==> src/rtl/serial_nibble_adder.sv <==
// serial_nibble_adder: adds two W-bit operands (W = 4*NIB) one nibble per clock, LSB
// nibble first, carrying between nibbles through a single carry register.
//
// Ports:
//   clk   - clock; all state changes on its rising edge
//   rst   - synchronous active-high reset; takes priority over start
//   start - request an addition; accepted only while busy is low
//   a, b  - operands, captured on the accepting edge
//   cin   - carry-in, captured on the accepting edge
//   sum   - registered (a + b + cin) mod 2^W; held until the next result completes
//   cout  - registered carry out of bit W-1
//   ovf   - registered two's-complement signed overflow
//   busy  - high for the NIB cycles of computation
//   done  - one-cycle pulse; sum/cout/ovf are valid in that cycle
//
// Timing: start sampled at edge k gives busy after edges k..k+NIB-1 and done after
// edge k+NIB. A start in the done cycle is accepted, so results can stream every
// NIB+1 cycles.
module serial_nibble_adder #(
  parameter int unsigned NIB = 4
) (
  input  logic               clk,
  input  logic               rst,
  input  logic               start,
  input  logic [4*NIB-1:0]   a,
  input  logic [4*NIB-1:0]   b,
  input  logic               cin,
  output logic [4*NIB-1:0]   sum,
  output logic               cout,
  output logic               ovf,
  output logic               busy,
  output logic               done
);

  localparam int unsigned W    = 4 * NIB;
  localparam int unsigned IdxW = (NIB > 1) ? $clog2(NIB) : 1;
  localparam logic [IdxW-1:0] LastIdx = IdxW'(NIB - 1);

  typedef enum logic [1:0] {
    StIdle,
    StRun,
    StDone
  } state_e;

  state_e          state_q;
  logic [W-1:0]    a_q;       // operand A, shifted right one nibble per RUN cycle
  logic [W-1:0]    b_q;       // operand B, shifted right one nibble per RUN cycle
  logic [W-1:0]    acc_q;     // result shift register, filled from the top
  logic            carry_q;
  logic [IdxW-1:0] idx_q;
  logic            a_msb_q;   // sign bits of the original operands, kept for ovf
  logic            b_msb_q;

  logic [4:0]      nib_sum;
  logic [W-1:0]    acc_next;

  always_comb begin
    nib_sum  = {1'b0, a_q[3:0]} + {1'b0, b_q[3:0]} + {4'b0000, carry_q};
    // New nibble enters at the top; after NIB shifts the LSB nibble sits at the bottom.
    acc_next = (acc_q >> 4) | (W'(nib_sum[3:0]) << (W - 4));
  end

  always_ff @(posedge clk) begin
    if (rst) begin
      state_q <= StIdle;
      a_q     <= '0;
      b_q     <= '0;
      acc_q   <= '0;
      carry_q <= 1'b0;
      idx_q   <= '0;
      a_msb_q <= 1'b0;
      b_msb_q <= 1'b0;
      sum     <= '0;
      cout    <= 1'b0;
      ovf     <= 1'b0;
      busy    <= 1'b0;
      done    <= 1'b0;
    end else begin
      done <= 1'b0;
      case (state_q)
        StIdle, StDone: begin
          if (start) begin
            a_q     <= a;
            b_q     <= b;
            a_msb_q <= a[W-1];
            b_msb_q <= b[W-1];
            carry_q <= cin;
            idx_q   <= '0;
            busy    <= 1'b1;
            state_q <= StRun;
          end else begin
            state_q <= StIdle;
          end
        end
        StRun: begin
          a_q     <= a_q >> 4;
          b_q     <= b_q >> 4;
          acc_q   <= acc_next;
          carry_q <= nib_sum[4];
          idx_q   <= idx_q + IdxW'(1);
          if (idx_q == LastIdx) begin
            // Final nibble: publish the full result; nothing intermediate reaches sum.
            sum     <= acc_next;
            cout    <= nib_sum[4];
            ovf     <= (a_msb_q == b_msb_q) && (nib_sum[3] != a_msb_q);
            busy    <= 1'b0;
            done    <= 1'b1;
            state_q <= StDone;
          end
        end
        default: begin
          busy    <= 1'b0;
          state_q <= StIdle;
        end
      endcase
    end
  end

endmodule

==> config.mk <==
export PLATFORM = sky130hd
export DESIGN_NAME = serial_nibble_adder
export DESIGN_NICKNAME = d
export VERILOG_FILES = /design/src/rtl/serial_nibble_adder.sv
export SDC_FILE = /design/constraint.sdc
export NUM_CORES = 1
export LEC_CHECK = 0
export CELL_PAD_IN_SITES_DETAIL_PLACEMENT = 1
export CELL_PAD_IN_SITES_GLOBAL_PLACEMENT = 1
export CORE_UTILIZATION = 40
export CTS_CLUSTER_DIAMETER = 60
export DETAILED_ROUTE_END_ITERATION = 8
export PLACE_DENSITY = 0.95
export SYNTH_ARGS = -nofsm -noshare
export SYNTH_HDL_FRONTEND = slang
export SYNTH_SLANG_ARGS = --single-unit
==> constraint.sdc <==
create_clock -name clk -period 2.9 [get_ports clk]
set_input_delay 0.435 -clock clk [delete_from_list [all_inputs] [get_ports clk]]
set_output_delay 0.435 -clock clk [all_outputs]
set_load 0.01 [all_outputs]
==> impl_metrics.json, run 1 <==
{
  "vias_per_cell": 5.17,
  "period_needed_ns": 2.00,
  "worst_ep_arrival_time_ns": 2.27,
  "postSynthAreaPerCell_um2": 8.13,
  "grt_antenna_before_repair": 0,
  "drt_iter0_drc": 110,
  "clockRootBuffer": "clkbuf_8",
  "areaGrowthSynthToFinish_pct": 29.8,
  "crit_path_top_delay_cell": "and2_1",
  "synthesis.area_um2": 2800,
  "wirelength_mm": 7.34,
  "core_um2": 6790,
  "dieHeight_um": 85.7,
  "wl_per_cell_um": 15.0,
  "endpoint_kind": "flop",
  "setup_violations": 0,
  "leakage_nw": 1.31,
  "hold_slack_ns": 0.454,
  "hpwl_mm": 4.92,
  "max_slew.worst_pin.slew_ns": 1.13,
  "synth_cell_type_count": 29,
  "synth_seq_area_share": 0.507,
  "grt_pass1_vias": 2551,
  "ant_nets": 0,
  "utilization": 0.536,
  "power_density_nw_per_um2": 634,
  "clock_sinks": 71,
  "critPathRequiredTime_ns": 3.17,
  "drive_above_1_share": 0.0638,
  "relSlewSlack": 0.244,
  "cap_violations": 0,
  "vdd_drop_max_v": 0.000312,
  "finalSetupTns_ns": 0,
  "worstSetupPathType": "reg -> reg",
  "cts_resized": 0,
  "postCtsHoldBufs": 0,
  "dp_slack_ns": 0.710,
  "port_buffers": 55,
  "start_util": 0.413,
  "firstDrtPassIters": 4,
  "fin_nets": 429,
  "clock_latency_ns": 0.36,
  "htree_levels": 3,
  "yosys_warnings": 0,
  "grt_use_total": 0.217,
  "grt_setup_unrepaired": "false",
  "synth.top_cell.area_share": 0.507,
  "pin_count": 56,
  "yosys-top-cells-area": "dfxtp_1 (51%), nand2_1 (14%), a311oi_1 (7.5%)",
  "cts_tree": "done",
  "hp-class": "reg -> reg",
  "path_cells": "nor2b_1 -> buf_4 -> and2_1 -> nor2_1 -> a311oi_2",
  "worst_clock_skew_ns": 0.0108,
  "status": "complete, no violations",
  "grt_overflow": 0,
  "fin_crit_sh": 0.690,
  "fin_ws_ns": 0.899,
  "crit_path_start_kind": "flop",
  "fin_area_um2": 3640,
  "fmax_mhz": 500,
  "placed_area_um2": 3400,
  "clk_pin_slew_ns": 0.08,
  "synth_seq_cells": 71,
  "slew_violations": 0,
  "timing.final.hold_violations": 0,
  "cts_made_buffers": 9,
  "grt_start_max_net_pins": 63,
  "die-area_um2": 7350,
  "die_w_um": 85.7,
  "path_max_fanout": 19,
  "fp-row-count": 30,
  "syn_nets": 387,
  "antenna_cells": 0,
  "grt_pass1_wl_mm": 12.2,
  "post_cts_buffers": 0,
  "drcViolationCount": 0,
  "r2r_slack_ns": 0.90,
  "yosys.area.top_type": "dfxtp_1",
  "ctsLongestPathBuffers": 2,
  "vias": 2524,
  "place_congestion": 0.775,
  "critPathMaxStageDelay_ns": 0.59,
  "netlist_instances": 345
}
==> sequential cells by signal (all words and copies together), names as in the netlist <==
| name | flops |
|---|---|
| a_q | 16 |
| b_q | 16 |
| sum | 16 |
| acc_q | 12 |
| idx_q | 2 |
| state_q | 2 |
| a_msb_q | 1 |
| b_msb_q | 1 |
| busy | 1 |
| carry_q | 1 |
| cout | 1 |
| done | 1 |
| ovf | 1 |
==> metal layers <==
layer / global-route usage / vias up / routed length (um)
li1: - / 1244 / -
met1: 0.251 / 1197 / 3150
met2: 0.394 / 70 / 3820
met3: 0.0500 / 13 / 273
met4: 0.0712 / 0 / 100
met5: 0 / - / 0
==> logic make-up (layout without fill, tap and decap cells) <==
kind of cell    count (synthesis)  count (layout)  share of synthesized area
xor+xnor                        1               1                    0.00312
flops                          71              71                      0.507
simple gates                  161             161                      0.229
compound gates                 74              74                      0.180
buf+inv                        32              79                     0.0486
fa+ha+maj                       6               6                     0.0321
==> report_power, final <==
group / internal, mW / switching, mW
sequential: 1.03 / 0.0366
combinational: 0.117 / 0.149
clock: 0.574 / 0.401
total: 1.72 / 0.587
==> layout by cell type, fill, tap and decap left out, types with 4 or more instances in the layout <==
| cell type | instances |
|---|---|
| a21oi_1 | 33 |
| a22oi_1 | 8 |
| a311oi_1 | 24 |
| clkbuf_8 | 9 |
| clkdlybuf4s50_1 | 54 |
| dfxtp_1 | 71 |
| ha_1 | 4 |
| inv_1 | 4 |
| nand2_1 | 102 |
| nor2_1 | 44 |
==> worst max-delay path, delay by kind of cell, from the launching register on <==
kind	cells	cell delay, ns
buffers and inverters	1	0.26
AO/OA/AOI/OAI	1	0.25
flip-flops	1	0.42
AND/OR/NAND/NOR	3	0.99
==> area by class of cell <==
type                    instances  area [um2]
inverters                       4        15.0
clock inverters                 7         120
multi-input cells             242        1250
flip-flops and latches         71        1420
fillers                       825        3150
well taps                      96         120
repair buffers                 59         588
clock buffers                   9         124
==> path summary, 6_finish.rpt <==
kind / startpoint / to / cells past startpoint
min: sum[1] / sum[1] / 2
max reg2reg: state_q[0] / ovf / 5
min reg2reg: sum[1] / sum[1] / 2
max: state_q[0] / ovf / 5
==> cell usage after synthesis <==
master,n
nand2_2,1
nand2b_1,2
buf_4,2
dfxtp_1,71
and3_1,1
o21ai_0,2
a22oi_1,8
o211ai_1,1
o21a_1,1
inv_1,4
nor2b_1,3
a311oi_2,1
a21oi_1,33
nor3_1,2
xnor2_1,1
or2_1,1
buf_2,7
ha_1,4
or4_1,1
nand2_1,102
and2_1,1
fa_1,2
a311oi_1,24
a211oi_1,2
nand3b_1,2
clkbuf_1,19
nand3_1,1
o31ai_1,2
nor2_1,44
==> per-stage QoR <==
step                      std cells  total power, mW
after floorplan                 345             1.24
after global placement          472             1.33
after detailed placement        472             1.35
after CTS                       488             2.32
after global routing            488             2.40
final                           488             2.31
Power figures use the tool's default switching activity.
==> inputs of run 2 (changes only) <==
--- a/config.mk
+++ b/config.mk
@@ -7,10 +7,10 @@
 export LEC_CHECK = 0
 export CELL_PAD_IN_SITES_DETAIL_PLACEMENT = 1
 export CELL_PAD_IN_SITES_GLOBAL_PLACEMENT = 1
-export CORE_UTILIZATION = 40
+export CORE_UTILIZATION = 34
 export CTS_CLUSTER_DIAMETER = 60
 export DETAILED_ROUTE_END_ITERATION = 8
-export PLACE_DENSITY = 0.95
+export PLACE_DENSITY = 0.88
 export SYNTH_ARGS = -nofsm -noshare
 export SYNTH_HDL_FRONTEND = slang
 export SYNTH_SLANG_ARGS = --single-unit
==> constraint.sdc (replaced) <==
create_clock -name clk -period 1.82 [get_ports clk]
set_input_delay 0.273 -clock clk [delete_from_list [all_inputs] [get_ports clk]]
set_output_delay 0.273 -clock clk [all_outputs]
set_load 0.01 [all_outputs]
==> impl_metrics.json, run 2 (synthesis results as in run 1) <==
{
  "postCtsHoldBufs": 0,
  "final_cell_mix": "nand2_1 (102), dfxtp_1 (71), clkdlybuf4s50_1 (54), nor2_1 (44), a21oi_1 (32)",
  "dieHeight_um": 92.8,
  "endpoint_kind": "flop",
  "status": "complete, no violations",
  "firstDrtPassIters": 4,
  "clock_sinks": 71,
  "pin_count": 56,
  "fp-row-count": 32,
  "post_cts_buffers": 0,
  "finalSetupTns_ns": 0,
  "grt_overflow": 0,
  "grt_pass1_wl_mm": 12.6,
  "slew_violations": 0,
  "grt_antenna_before_repair": 0,
  "ant_nets": 0,
  "worstHoldStart": "rst",
  "fmax_mhz": 577,
  "place_congestion": 0.729,
  "grt_start_max_net_pins": 49,
  "drive_above_1_share": 0.0923,
  "hpwl_mm": 5.11,
  "clockRootBuffer": "clkbuf_8",
  "htree_levels": 3,
  "core_um2": 7850,
  "power_density_nw_per_um2": 961,
  "max_slew.worst_pin.slew_ns": 0.433,
  "relSlewSlack": 0.712,
  "leakage_nw": 1.35,
  "antenna_cells": 0,
  "cap_violations": 0,
  "hp-class": "in -> reg",
  "period_needed_ns": 1.73,
  "final_common_cell": "nand2_1",
  "port_buffers": 55,
  "clk_pin_slew_ns": 0.08,
  "drcViolationCount": 0,
  "fin_crit_sh": 0.952,
  "wl_per_cell_um": 14.8,
  "die-area_um2": 8610,
  "hold_slack_ns": 0.355,
  "crit_path_start_kind": "flop",
  "critPathLaunch": "a_q[0]",
  "critPathRequiredTime_ns": 2.08,
  "vdd_drop_max_v": 0.000393,
  "grt_pass1_vias": 2690,
  "drt_iter0_drc": 80,
  "cts_made_buffers": 9,
  "fin_nets": 438,
  "path_max_fanout": 3,
  "vias": 2556,
  "start_util": 0.357,
  "clock_latency_ns": 0.35,
  "timing.rr.start": "a_q[0]",
  "worstSetupPathType": "reg -> reg",
  "grt_use_total": 0.188,
  "setup_violations": 0,
  "ctsLongestPathBuffers": 2,
  "timing.final.hold_violations": 0,
  "die_w_um": 92.8,
  "cts_tree": "done",
  "areaGrowthSynthToFinish_pct": 33.6,
  "worst_clock_skew_ns": 0.00784,
  "vias_per_cell": 5.08,
  "largest_registers": "a_q (16), b_q (16), sum (16)",
  "wirelength_mm": 7.47,
  "worst_ep_arrival_time_ns": 1.99
}
## run 2: layout make-up
class | count | area (um2)
inverter | 4 | 15.0
multi-input combinational | 242 | 1270
fill | 952 | 4100
tap | 102 | 128
sequential | 71 | 1420
timing repair buffer | 68 | 681
clock buffer | 11 | 151
clock inverter | 5 | 80.1
## run 2: timing repair
action / CTS / global route
resized for setup: 1 / 2
setup endpoints to repair: 1 / 1
pin swaps: 0 / 1
## run 2: worst max-delay path, cell delays in order (launching register included)
cell and delay, ns:
dfxtp_1 0.33, fa_2 0.41, nand3_1 0.11, a21oi_1 0.09, or4_1 0.49, a311oi_2 0.21
## run 2: report_power, final
| part | switching (mW) | internal [mW] |
|---|---|---|
| Combinational | 0.247 | 0.217 |
| Clock | 0.598 | 0.844 |
| Sequential | 0.0577 | 1.64 |
## run 2: worst paths after layout
| kind | endpoint | slack [ns] | cells past startpoint |
|---|---|---|---|
| max | ovf | 0.09 | 5 |
| min | acc_q[12] | 0.35 | 2 |
| max reg2reg | ovf | 0.09 | 5 |
| min reg2reg | sum[0] | 0.46 | 2 |
## run 2: metal layers
layer | share of wire | vias up | routed length (um) | track usage
li1 | - | 1265 | - | -
met1 | 0.42 | 1226 | 3140 | 0.205
met2 | 0.53 | 59 | 3940 | 0.352
met3 | 0.044 | 6 | 332 | 0.0525
met4 | 0.0060 | 0 | 45 | 0.0487
met5 | 0 | - | 0 | 0
## run 2: through the flow
| stage | setup WS [ns] | utilization | total power, mW | instance area (um2) | std cells |
|---|---|---|---|---|---|
| floorplan | 0.101 | - | 1.98 | 2800 | 345 |
| global placement | 0.0663 | 0.445 | 2.16 | 3500 | 487 |
| detailed placement | -0.00639 | 0.445 | 2.18 | 3500 | 487 |
| CTS | 0.00164 | 0.475 | 3.62 | 3730 | 503 |
| global route | -0.0206 | 0.477 | 3.76 | 3750 | 503 |
| finish | 0.0868 | 0.477 | 3.60 | 3750 | 503 |
==> edit: new RTL, config.mk and constraints of run 2 <==
Add an input register stage for `start`, `a`, `b` and `cin`, with the module's reset; this delays them by one clock. Comments in the files are not updated.
--- a/src/rtl/serial_nibble_adder.sv
+++ b/src/rtl/serial_nibble_adder.sv
@@ -43,4 +43,23 @@
   } state_e;
 
+  logic start_q;
+  logic [4*NIB-1:0] a_r;
+  logic [4*NIB-1:0] b_r;
+  logic cin_q;
+
+  always_ff @(posedge clk) begin
+    if (rst) begin
+      start_q <= '0;
+      a_r     <= '0;
+      b_r     <= '0;
+      cin_q   <= '0;
+    end else begin
+      start_q <= start;
+      a_r     <= a;
+      b_r     <= b;
+      cin_q   <= cin;
+    end
+  end
+
   state_e          state_q;
   logic [W-1:0]    a_q;       // operand A, shifted right one nibble per RUN cycle
@@ -80,10 +99,10 @@
       case (state_q)
         StIdle, StDone: begin
-          if (start) begin
-            a_q     <= a;
-            b_q     <= b;
-            a_msb_q <= a[W-1];
-            b_msb_q <= b[W-1];
-            carry_q <= cin;
+          if (start_q) begin
+            a_q     <= a_r;
+            b_q     <= b_r;
+            a_msb_q <= a_r[W-1];
+            b_msb_q <= b_r[W-1];
+            carry_q <= cin_q;
             idx_q   <= '0;
             busy    <= 1'b1;
Check against the original RTL: not equivalent (a bounded check fails within 4 cycles, from zero or initial values and one cycle with rst high).
==> edit against run 2 <==
The run now ends with setup timing left. First-iteration DRC count grew 48%. Area after synthesis rose by 32%. Final area is 24% higher. Sequential cell count increased by 34. Final cell count rose by 20%. Wire length increased by 12%. Worst setup slack got worse by 0.090 ns. Count of clock-buffer cells in the layout down 1. Power increased by 23%. Critical endpoint is now carry_q$_SDFFE_PP0P_. Largest cell class unchanged. Largest power group unchanged.
==> edit: results (changes against run 2) <==
[synthesis]
synthArstFlopShare_pct=0  ; unchanged
ys_types=27  ; -6.9%
syn_nets=459  ; +19%
synthTopCellsByCount=105 x dfxtp_1, 105 x nand2_1, 44 x nor2_1
synth-warning-count=0  ; unchanged
postSynthAreaPerCell_sq_um=8.88  ; +9.3%
ys_seq_area_share_pct=56.7  ; +6.0 points
ys_top_cells_by_area=dfxtp_1 57%, nand2_1 11%, nor2b_1 6.2%, a311oi_1 5.7%, a21oi_1 4.6%

[setup_path]
crit_fanout=2  ; -1
r2r-end=carry_q$_SDFFE_PP0P_
regToRegStartpoint=carry_q$_SDFFE_PP0P_
crit_arrival_ns=2.11  ; +0.12 ns
reg2reg_depth=7  ; +2
r2r_slack_ns=-0.003  ; -0.09 ns

[global_route]
grt_max_degree=47  ; -4.1%
grt_pass1_vias=2997  ; +11%
grt_pass1_wl_microns=13800  ; +9.3%
grt_usage_pct=15.5  ; -3.3 points
antenna_found_initial=0  ; unchanged

[status]
status=complete, but fails checks
violations=setup timing

[place]
hpwl_microns=5650  ; +11%
placed_cells=587  ; +21%
gp_congestion=0.790  ; +8.4%
portBuffers=55  ; unchanged
place_area_sq_um=4400  ; +26%

[sta]
fin_ws_ns=-0.00285  ; -0.0897 ns
setup_viol=1  ; +1
timing.slew.headroom_pct=38.5  ; -33 points
setup_tns_ns=-0.00285  ; -0.00285 ns
clock_skew_ns=0.00838  ; +0.000540 ns

[clock_tree]
clock_latency_ns=0.38  ; +0.03 ns
path_clk_slew_ns=0.11  ; +0.03 ns
htreeDepth=3  ; unchanged
clock-root-buffer=clkbuf_8

[power]
peakVddDrop_v=0.000394  ; +0.22%
p_leak_nw=1.66  ; +22%
p_sw_mw=1.11  ; +23%

[finish]
final_net_count=504  ; +15%
n_antenna_cell=0  ; unchanged
nFillCells=1230  ; +29%
drive_gt1_share_pct=7.92  ; -1.3 points

[route]
finalWirelength_microns=8370  ; +12%
wl_met2_microns=4410  ; +12%
drt_iter0_markers=118  ; +48%
wl_met3_microns=303  ; -8.7%
first_pass_iters=4  ; unchanged
top_layer_used=met4
wl_per_cell_microns=13.9  ; -6.5%
wl_met1_microns=3500  ; +11%
viasPerCell=4.84  ; -4.8%

[min_path]
worstHoldPathType=input port to register
hold-path-endpoint=a_q[12]$_SDFFE_PP0P_

[edit: cell types whose count changed after synthesis, moves of 2 or more]
cell and delta:
nor2b_1 +34, o31ai_1 -2, nand2_1 +3, or3_1 +2, nand3b_1 -2, dfxtp_1 +34
clkbuf_1 +4
[edit: worst max path at each step]
stage	depth (start not counted)	startpoint	slack, ns	to
finish	7	carry_q$_SDFFE_PP0P_	-0.003	carry_q$_SDFFE_PP0P_
global placement	5	a_q[0]$_SDFFE_PP0P_	0.07	ovf$_SDFFE_PP0P_
global route	7	b_q[0]$_SDFFE_PP0P_	-0.04	carry_q$_SDFFE_PP0P_
floorplan	5	a_q[0]$_SDFFE_PP0P_	0.09	ovf$_SDFFE_PP0P_
CTS	5	a_q[2]$_SDFFE_PP0P_	0.002	ovf$_SDFFE_PP0P_
detailed placement	5	a_q[0]$_SDFFE_PP0P_	0.04	ovf$_SDFFE_PP0P_
[edit: cell type report]
| type | count | area [sq um] | area share (%) |
|---|---|---|---|
| inverter | 3 | 11.3 | 0.242 |
| multi-input combinational | 277 | 1490 | 32.0 |
| timing repair buffer | 66 | 656 | 14.1 |
| sequential | 105 | 2100 | 45.2 |
| clock buffer | 10 | 138 | 2.96 |
| clock inverter | 6 | 85.1 | 1.83 |
| tap | 136 | 170 | 3.66 |
[edit: through the flow]
stage / setup WS (ns) / hold slack (ns) / util [%]
floorplan: 0.0917 / 0.401 / -
global placement: 0.0665 / 0.444 / 42.0
detailed placement: 0.0376 / 0.450 / 42.0
CTS: 0.00209 / 0.331 / 44.2
global route: -0.0397 / 0.353 / 44.4
finish: -0.00285 / 0.327 / 44.4
[edit: power groups by stage]
stage | combinational [mW] | clock, mW | sequential, mW
3_3_place_gp | 0.372 | 0 | 2.50
4_1_cts | 0.397 | 1.60 | 2.46
5_1_grt | 0.441 | 1.69 | 2.47
2_1_floorplan | 0.239 | 0 | 2.49
3_5_place_dp | 0.389 | 0 | 2.51
6_report | 0.399 | 1.56 | 2.46
[edit: timing repair]
action,4_1_cts,5_1_grt
hold buffers,0,0
endpoints found under the setup margin,1,2
gates resized for setup,1,5
[edit: cells by family (layout without fill, tap and decap cells)]
family / Yosys count / in the layout / share of synthesized area (%)
compound gates: 74 / 74 / 13.6
xor+xnor: 1 / 1 / 0.236
fa+ha+maj: 6 / 6 / 2.43
buf+inv: 35 / 85 / 3.98
flops: 105 / 105 / 56.7
simple gates: 196 / 196 / 23.0
[edit: per-layer routing]
layer	global-route usage, %	vias up
met5	0	-
met4	4.76	0
met3	3.37	11
met2	29.3	54
met1	17.1	1386
li1	-	1465
[edit: worst max-delay path: stages (launching register included)]
cell and delay (ns):
dfxtp_1 0.41, fa_2 0.24, inv_1 0.06, fa_1 0.41
nor2b_1 0.14, o21a_1 0.15, o21ai_0 0.08, a21oi_1 0.24
